## config.mk

```make
export PLATFORM = sky130hd
export DESIGN_NAME = regwr_arbiter
export DESIGN_NICKNAME = d
export VERILOG_FILES = /design/src/rtl/regwr_pkg.sv /design/src/rtl/regwr_slot.sv /design/src/rtl/regwr_arbiter.sv
export SDC_FILE = /design/constraint.sdc
export NUM_CORES = 1
export LEC_CHECK = 0
export BUFFER_PORTS_ARGS = -buffer_cell sky130_fd_sc_hd__buf_2
export CAP_MARGIN = 20
export CORE_MARGIN = 1
export CORE_UTILIZATION = 50
export CTS_BUF_LIST = sky130_fd_sc_hd__clkbuf_4
export CTS_CLUSTER_SIZE = 25
export DETAILED_ROUTE_END_ITERATION = 10
export HOLD_SLACK_MARGIN = 0.06
export PLACE_DENSITY = 0.76
export SYNTH_ARGS = -nofsm -noshare
export SYNTH_HDL_FRONTEND = slang
export SYNTH_SLANG_ARGS = --single-unit
export TNS_END_PERCENT = 100
```

## constraint.sdc

```tcl
create_clock -name clk -period 1.99 [get_ports clk]
set_clock_uncertainty 0.2 [all_clocks]
set_input_delay 0.2985 -clock clk [delete_from_list [all_inputs] [get_ports clk]]
set_output_delay 0.2985 -clock clk [all_outputs]
set_load 0.01 [all_outputs]
```

## src/rtl/regwr_pkg.sv

```systemverilog
// Shared widths and request record for the register-file writeback arbiter.
package regwr_pkg;

   localparam int unsigned DATA_W_DEF = 32;
   localparam int unsigned ADDR_W_DEF = 5;
   localparam int unsigned NUM_REQ    = 2;

   typedef struct packed {
      logic                  valid;
      logic [ADDR_W_DEF-1:0] addr;
      logic [DATA_W_DEF-1:0] data;
   } req_t;

endpackage

```

## src/rtl/regwr_slot.sv

```systemverilog
// One-entry holding slot for a writeback channel; writes to register 0 are dropped at accept.
module regwr_slot
   import regwr_pkg::*;
#(
   parameter int unsigned DATA_W = DATA_W_DEF,
   parameter int unsigned ADDR_W = ADDR_W_DEF
) (
   input  logic              clk_i,
   input  logic              clr_ni,
   input  logic              valid_i,
   input  logic [ADDR_W-1:0] addr_i,
   input  logic [DATA_W-1:0] data_i,
   input  logic              grant_i,
   output logic              ready_o,
   output logic              full_o,
   output logic [ADDR_W-1:0] addr_o,
   output logic [DATA_W-1:0] data_o
);

   logic              full_q, full_d;
   logic [ADDR_W-1:0] addr_q, addr_d;
   logic [DATA_W-1:0] data_q, data_d;
   logic              accept;

   // Draining and refilling in the same cycle keeps one accept per cycle.
   assign ready_o = !full_q || grant_i;
   assign accept  = valid_i && ready_o && (addr_i != '0);

   always_comb begin
      full_d = full_q;
      addr_d = addr_q;
      data_d = data_q;
      if (grant_i) begin
         full_d = 1'b0;
      end
      if (accept) begin
         full_d = 1'b1;
         addr_d = addr_i;
         data_d = data_i;
      end
   end

   always_ff @(posedge clk_i) begin
      if (!clr_ni) begin
         full_q <= 1'b0;
         addr_q <= '0;
         data_q <= '0;
      end else begin
         full_q <= full_d;
         addr_q <= addr_d;
         data_q <= data_d;
      end
   end

   assign full_o = full_q;
   assign addr_o = addr_q;
   assign data_o = data_q;

endmodule

```

## src/rtl/regwr_arbiter.sv

```systemverilog
// Round-robin arbiter merging two writeback channels onto one register-file write port.
// Optional destination scoreboard (claim/busy_map) is built when REGWR_SCOREBOARD_EN is defined.
module regwr_arbiter
   import regwr_pkg::*;
#(
   parameter int unsigned DATA_W = DATA_W_DEF,
   parameter int unsigned ADDR_W = ADDR_W_DEF
) (
   input  logic              clk,
   input  logic              clr_n,
   input  logic              req0_valid,
   input  logic [ADDR_W-1:0] req0_addr,
   input  logic [DATA_W-1:0] req0_data,
   output logic              req0_ready,
   input  logic              req1_valid,
   input  logic [ADDR_W-1:0] req1_addr,
   input  logic [DATA_W-1:0] req1_data,
   output logic              req1_ready,
   output logic              wr_en,
   output logic [ADDR_W-1:0] wr_addr,
   output logic [DATA_W-1:0] wr_data
`ifdef REGWR_SCOREBOARD_EN
   ,
   input  logic                     claim_valid,
   input  logic [ADDR_W-1:0]        claim_addr,
   output logic [(1<<ADDR_W)-1:0]   busy_map
`endif
);

   logic              full0, full1;
   logic [ADDR_W-1:0] addr0, addr1;
   logic [DATA_W-1:0] data0, data1;
   logic              grant0, grant1;
   logic              last_grant_q, last_grant_d;
   logic              wr_en_q, wr_en_d;
   logic [ADDR_W-1:0] wr_addr_q, wr_addr_d;
   logic [DATA_W-1:0] wr_data_q, wr_data_d;

   regwr_slot #(.DATA_W(DATA_W), .ADDR_W(ADDR_W)) u_slot0 (
      .clk_i   (clk),
      .clr_ni  (clr_n),
      .valid_i (req0_valid),
      .addr_i  (req0_addr),
      .data_i  (req0_data),
      .grant_i (grant0),
      .ready_o (req0_ready),
      .full_o  (full0),
      .addr_o  (addr0),
      .data_o  (data0)
   );

   regwr_slot #(.DATA_W(DATA_W), .ADDR_W(ADDR_W)) u_slot1 (
      .clk_i   (clk),
      .clr_ni  (clr_n),
      .valid_i (req1_valid),
      .addr_i  (req1_addr),
      .data_i  (req1_data),
      .grant_i (grant1),
      .ready_o (req1_ready),
      .full_o  (full1),
      .addr_o  (addr1),
      .data_o  (data1)
   );

   // last_grant_q names the channel granted most recently; the other one wins a tie.
   always_comb begin
      grant0 = full0 && (!full1 || last_grant_q);
      grant1 = full1 && (!full0 || !last_grant_q);
   end

   always_comb begin
      last_grant_d = last_grant_q;
      wr_en_d      = grant0 || grant1;
      wr_addr_d    = wr_addr_q;
      wr_data_d    = wr_data_q;
      if (grant0) begin
         last_grant_d = 1'b0;
         wr_addr_d    = addr0;
         wr_data_d    = data0;
      end else if (grant1) begin
         last_grant_d = 1'b1;
         wr_addr_d    = addr1;
         wr_data_d    = data1;
      end
   end

   always_ff @(posedge clk) begin
      if (!clr_n) begin
         last_grant_q <= 1'b1;
         wr_en_q      <= 1'b0;
         wr_addr_q    <= '0;
         wr_data_q    <= '0;
      end else begin
         last_grant_q <= last_grant_d;
         wr_en_q      <= wr_en_d;
         wr_addr_q    <= wr_addr_d;
         wr_data_q    <= wr_data_d;
      end
   end

   assign wr_en   = wr_en_q;
   assign wr_addr = wr_addr_q;
   assign wr_data = wr_data_q;

`ifdef REGWR_SCOREBOARD_EN
   logic [(1<<ADDR_W)-1:0] busy_q, busy_d;

   // A claim applied after the clear so a same-cycle re-claim keeps the bit set.
   always_comb begin
      busy_d = busy_q;
      if (wr_en_q) begin
         busy_d[wr_addr_q] = 1'b0;
      end
      if (claim_valid && (claim_addr != '0)) begin
         busy_d[claim_addr] = 1'b1;
      end
   end

   always_ff @(posedge clk) begin
      if (!clr_n) begin
         busy_q <= '0;
      end else begin
         busy_q <= busy_d;
      end
   end

   assign busy_map = busy_q;
`endif

endmodule

```

==> run_results.csv <==
group,metric,value,unit
synth,seq_area_frac_synth,52.1,%
power,power_switching,1270,uW
timing,period_share,99.8,%
setup_path,start_kind,"input port",
routing,dr.pass1.iters,5,
placement,io_buffers,117,
finish,area_growth,39.5,%
global_route,antenna_found_initial,0,
synth,synth_edf_count,0,
worst_hold_path,hp-class,"flop to flop",
cts,cts_buffers,17,
power,p_leak,0.00275,uW
routing,antenna_left,0,
timing,slew_violations,0,
timing,tightest_slew,0.516,ns
routing,via_per_inst,5.16,
routing,routed_wl,11300,um
setup_path,critPathCaptureType,"flop",
synth,ys_seq_elements,115,
power,internal_power,3630,uW
setup_path,worstPathRequired,2.19,ns
synth,yosysTopAreaCell,"dfxtp_1",
power,combPwrFrac,13.0,%
synth,avgSynthCellArea,8.66,um2
timing,fmax,0.503,GHz
setup_path,path_max_fanout,41,
global_route,grt_pass1_vias,3894,
finish,layout.nets,771,
synth,netlist_area,4420,um2
routing,dr.first_iter.drc_count,210,
routing,routedWlPerCell,13.9,um
floorplan,die-area,9210,um2
cts,insertion_delay,0.49,ns
cts,clk_pin_slew_worst_paths,0.11,ns
global_route,overflow,0,
synth,syn_inst,510,
synth,ys.flop_type,"dfxtp_1",
synth,synth_top_cell_area_share,52.1,%
global_route,grt_usage,25.2,%
finish,multi_input_area,1880,um2
timing,maxSlewHeadroom,65.6,%
setup_path,crit_type,"input port to flop",
synth,async_flop_share,0,%
cts,htree_levels,4,
power,pwr-share-clk,35.8,%
cts,cts_tree,"done",
timing,tns,0,ns
timing,hold_violations,0,
timing,rsz0062_at_grt,"yes",
finish,drive_above_1_share,23.9,%
setup_path,arrival,2.18,ns
finish,antennaDiodeCount,0,
placement,dpl.hpwl,6440,um
power,seqPwrFrac,51.2,%
synth,yosys_warnings,0,
finish,final_common_cell,"buf_2",
power,irDropWorstVdd,0.515,mV
setup_path,slowest_delay,0.55,ns
floorplan,start_util,52.7,%
finish,register_area,2300,um2
finish,final_cell_mix,"buf_2, nand2_1, dfxtp_1, o21ai_0, dlygate4sd3_1",
placement,placed_cells,700,
outcome,status,"complete, no violations",
floorplan,die_height,96.0,um
global_route,grt_pass1_wl,17500,um
power,p_per_area,794,nW/um2
cts,clockRootBuffer,"clkbuf_4",
setup_path,path_cells,"dlygate4sd3_1, buf_2, or4_4, o211ai_4, buf_12, nand3_1, o21ai_0",
finish,fill_cells,634,
global_route,grt_max_degree,95,
synth,synth.distinct_cells,17,
floorplan,rows,33,
power,sw_frac_of_total,25.9,%
floorplan,ios,118,
setup_path,slowest_stage,"or4_4",
cts,cts.sinks,115,
placement,gp_congestion,0.778,
finish,finalNonFillerCells,811,
routing,vias,4185,
timing,finalCriticalPeriod,1.99,ns
setup_path,rrSetupSlack,0.20,ns
routing,drc_errors,0,
job,cap_viol_max_count,0,
floorplan,die_width,96.0,um
synth,synthTopCellsByArea,"dfxtp_1, o21ai_0, nand2_1, nand3_1, mux2i_1",
floorplan,core_area,8380,um2
synth,syn-num-nets,588,
timing,finalSetupViolCount,0,
cts,clock_path_buffers,2,
-- critical path, delay by kind of cell --
family	cells	cell delay, ns
buffers and inverters	3	0.89
AND/OR/NAND/NOR	2	0.64
AO/OA/AOI/OAI	2	0.34
-- registers in the layout (all words and copies together) (netlist names) --
name	flops
u_slot1.data_o	32
u_slot0.data_o	32
u_slot1.addr_o	5
wr_en	1
u_slot1.full_o	1
wr_addr	5
u_slot0.full_o	1
u_slot0.addr_o	5
last_grant_q	1
wr_data	32
-- area by class of cell --
class / instances / share of cell area, %
inverter: 2 / 0.122
clock buffer: 18 / 2.19
tap: 105 / 2.13
sequential: 115 / 37.4
clock inverter: 14 / 2.64
timing repair buffer: 206 / 24.9
multi-input combinational: 351 / 30.6
-- per-stage QoR --
step           area, um2  utilization (%)  worst slack, ns  total power (uW)  hold slack (ns)
2_1_floorplan       4420                -            0.228              2850            0.231
3_3_place_gp        5070             60.5            0.128              3040            0.230
3_5_place_dp        5070             60.5           0.0593              3060            0.242
4_1_cts             6140             73.3           0.0107              4920            0.263
5_1_grt             6160             73.5          -0.0389              5120            0.290
6_report            6160             73.5          0.00382              4890            0.259
-- Yosys cell counts (2+ instances only) --
cell type    n
buf_6        8
clkbuf_1    15
buf_2       10
o211ai_4     2
inv_1        2
o21ai_0    103
mux2i_1     37
nand2_1    115
a21boi_0     2
o21ai_1     13
clkbuf_2     6
or4_4        2
dfxtp_1    115
nand3_1     75
buf_4        3
-- timing repair --
item,4_1_cts,5_1_grt
hold buffers,77,0
setup endpoints to repair,2,12
pin swaps,0,1
setup buffers,0,2
gates resized for setup,1,7
hold endpoints to repair,77,0
-- kinds of logic (layout without fill, tap and decap cells) --
logic type | count (synthesis) | in the layout | share of synthesized area, %
mux | 37 | 37 | 8.39
simple gates | 194 | 194 | 19.2
flops | 115 | 115 | 52.1
buf+inv | 44 | 240 | 5.81
compound gates | 120 | 120 | 14.4
-- power by group through the flow --
stage / Clock, uW / Sequential (uW) / Combinational [uW]
floorplan: 0 / 2550 / 301
global placement: 0 / 2550 / 493
detailed placement: 0 / 2560 / 506
CTS: 1800 / 2500 / 623
global route: 1900 / 2520 / 701
finish: 1750 / 2500 / 635
-- per-layer routing --
metal  global-route usage, %  part of all wire (%)  vias up
li1                        -                     -     2122
met1                    29.0                    41     1895
met2                    44.3                    52      148
met3                    6.64                   4.7       20
met4                    10.3                   1.8        0
met5                       0                     0        -
-- worst paths after layout --
path | to | startpoint | cells after the start
worst max register to register | wr_data[3] | u_slot1.full_o | 5
worst min-delay path | wr_data[19] | wr_data[19] | 2
worst min register to register | wr_data[19] | wr_data[19] | 2
worst max-delay path | u_slot1.data_o[6] | req1_addr[0] | 7
Power figures use the tool's default switching activity.
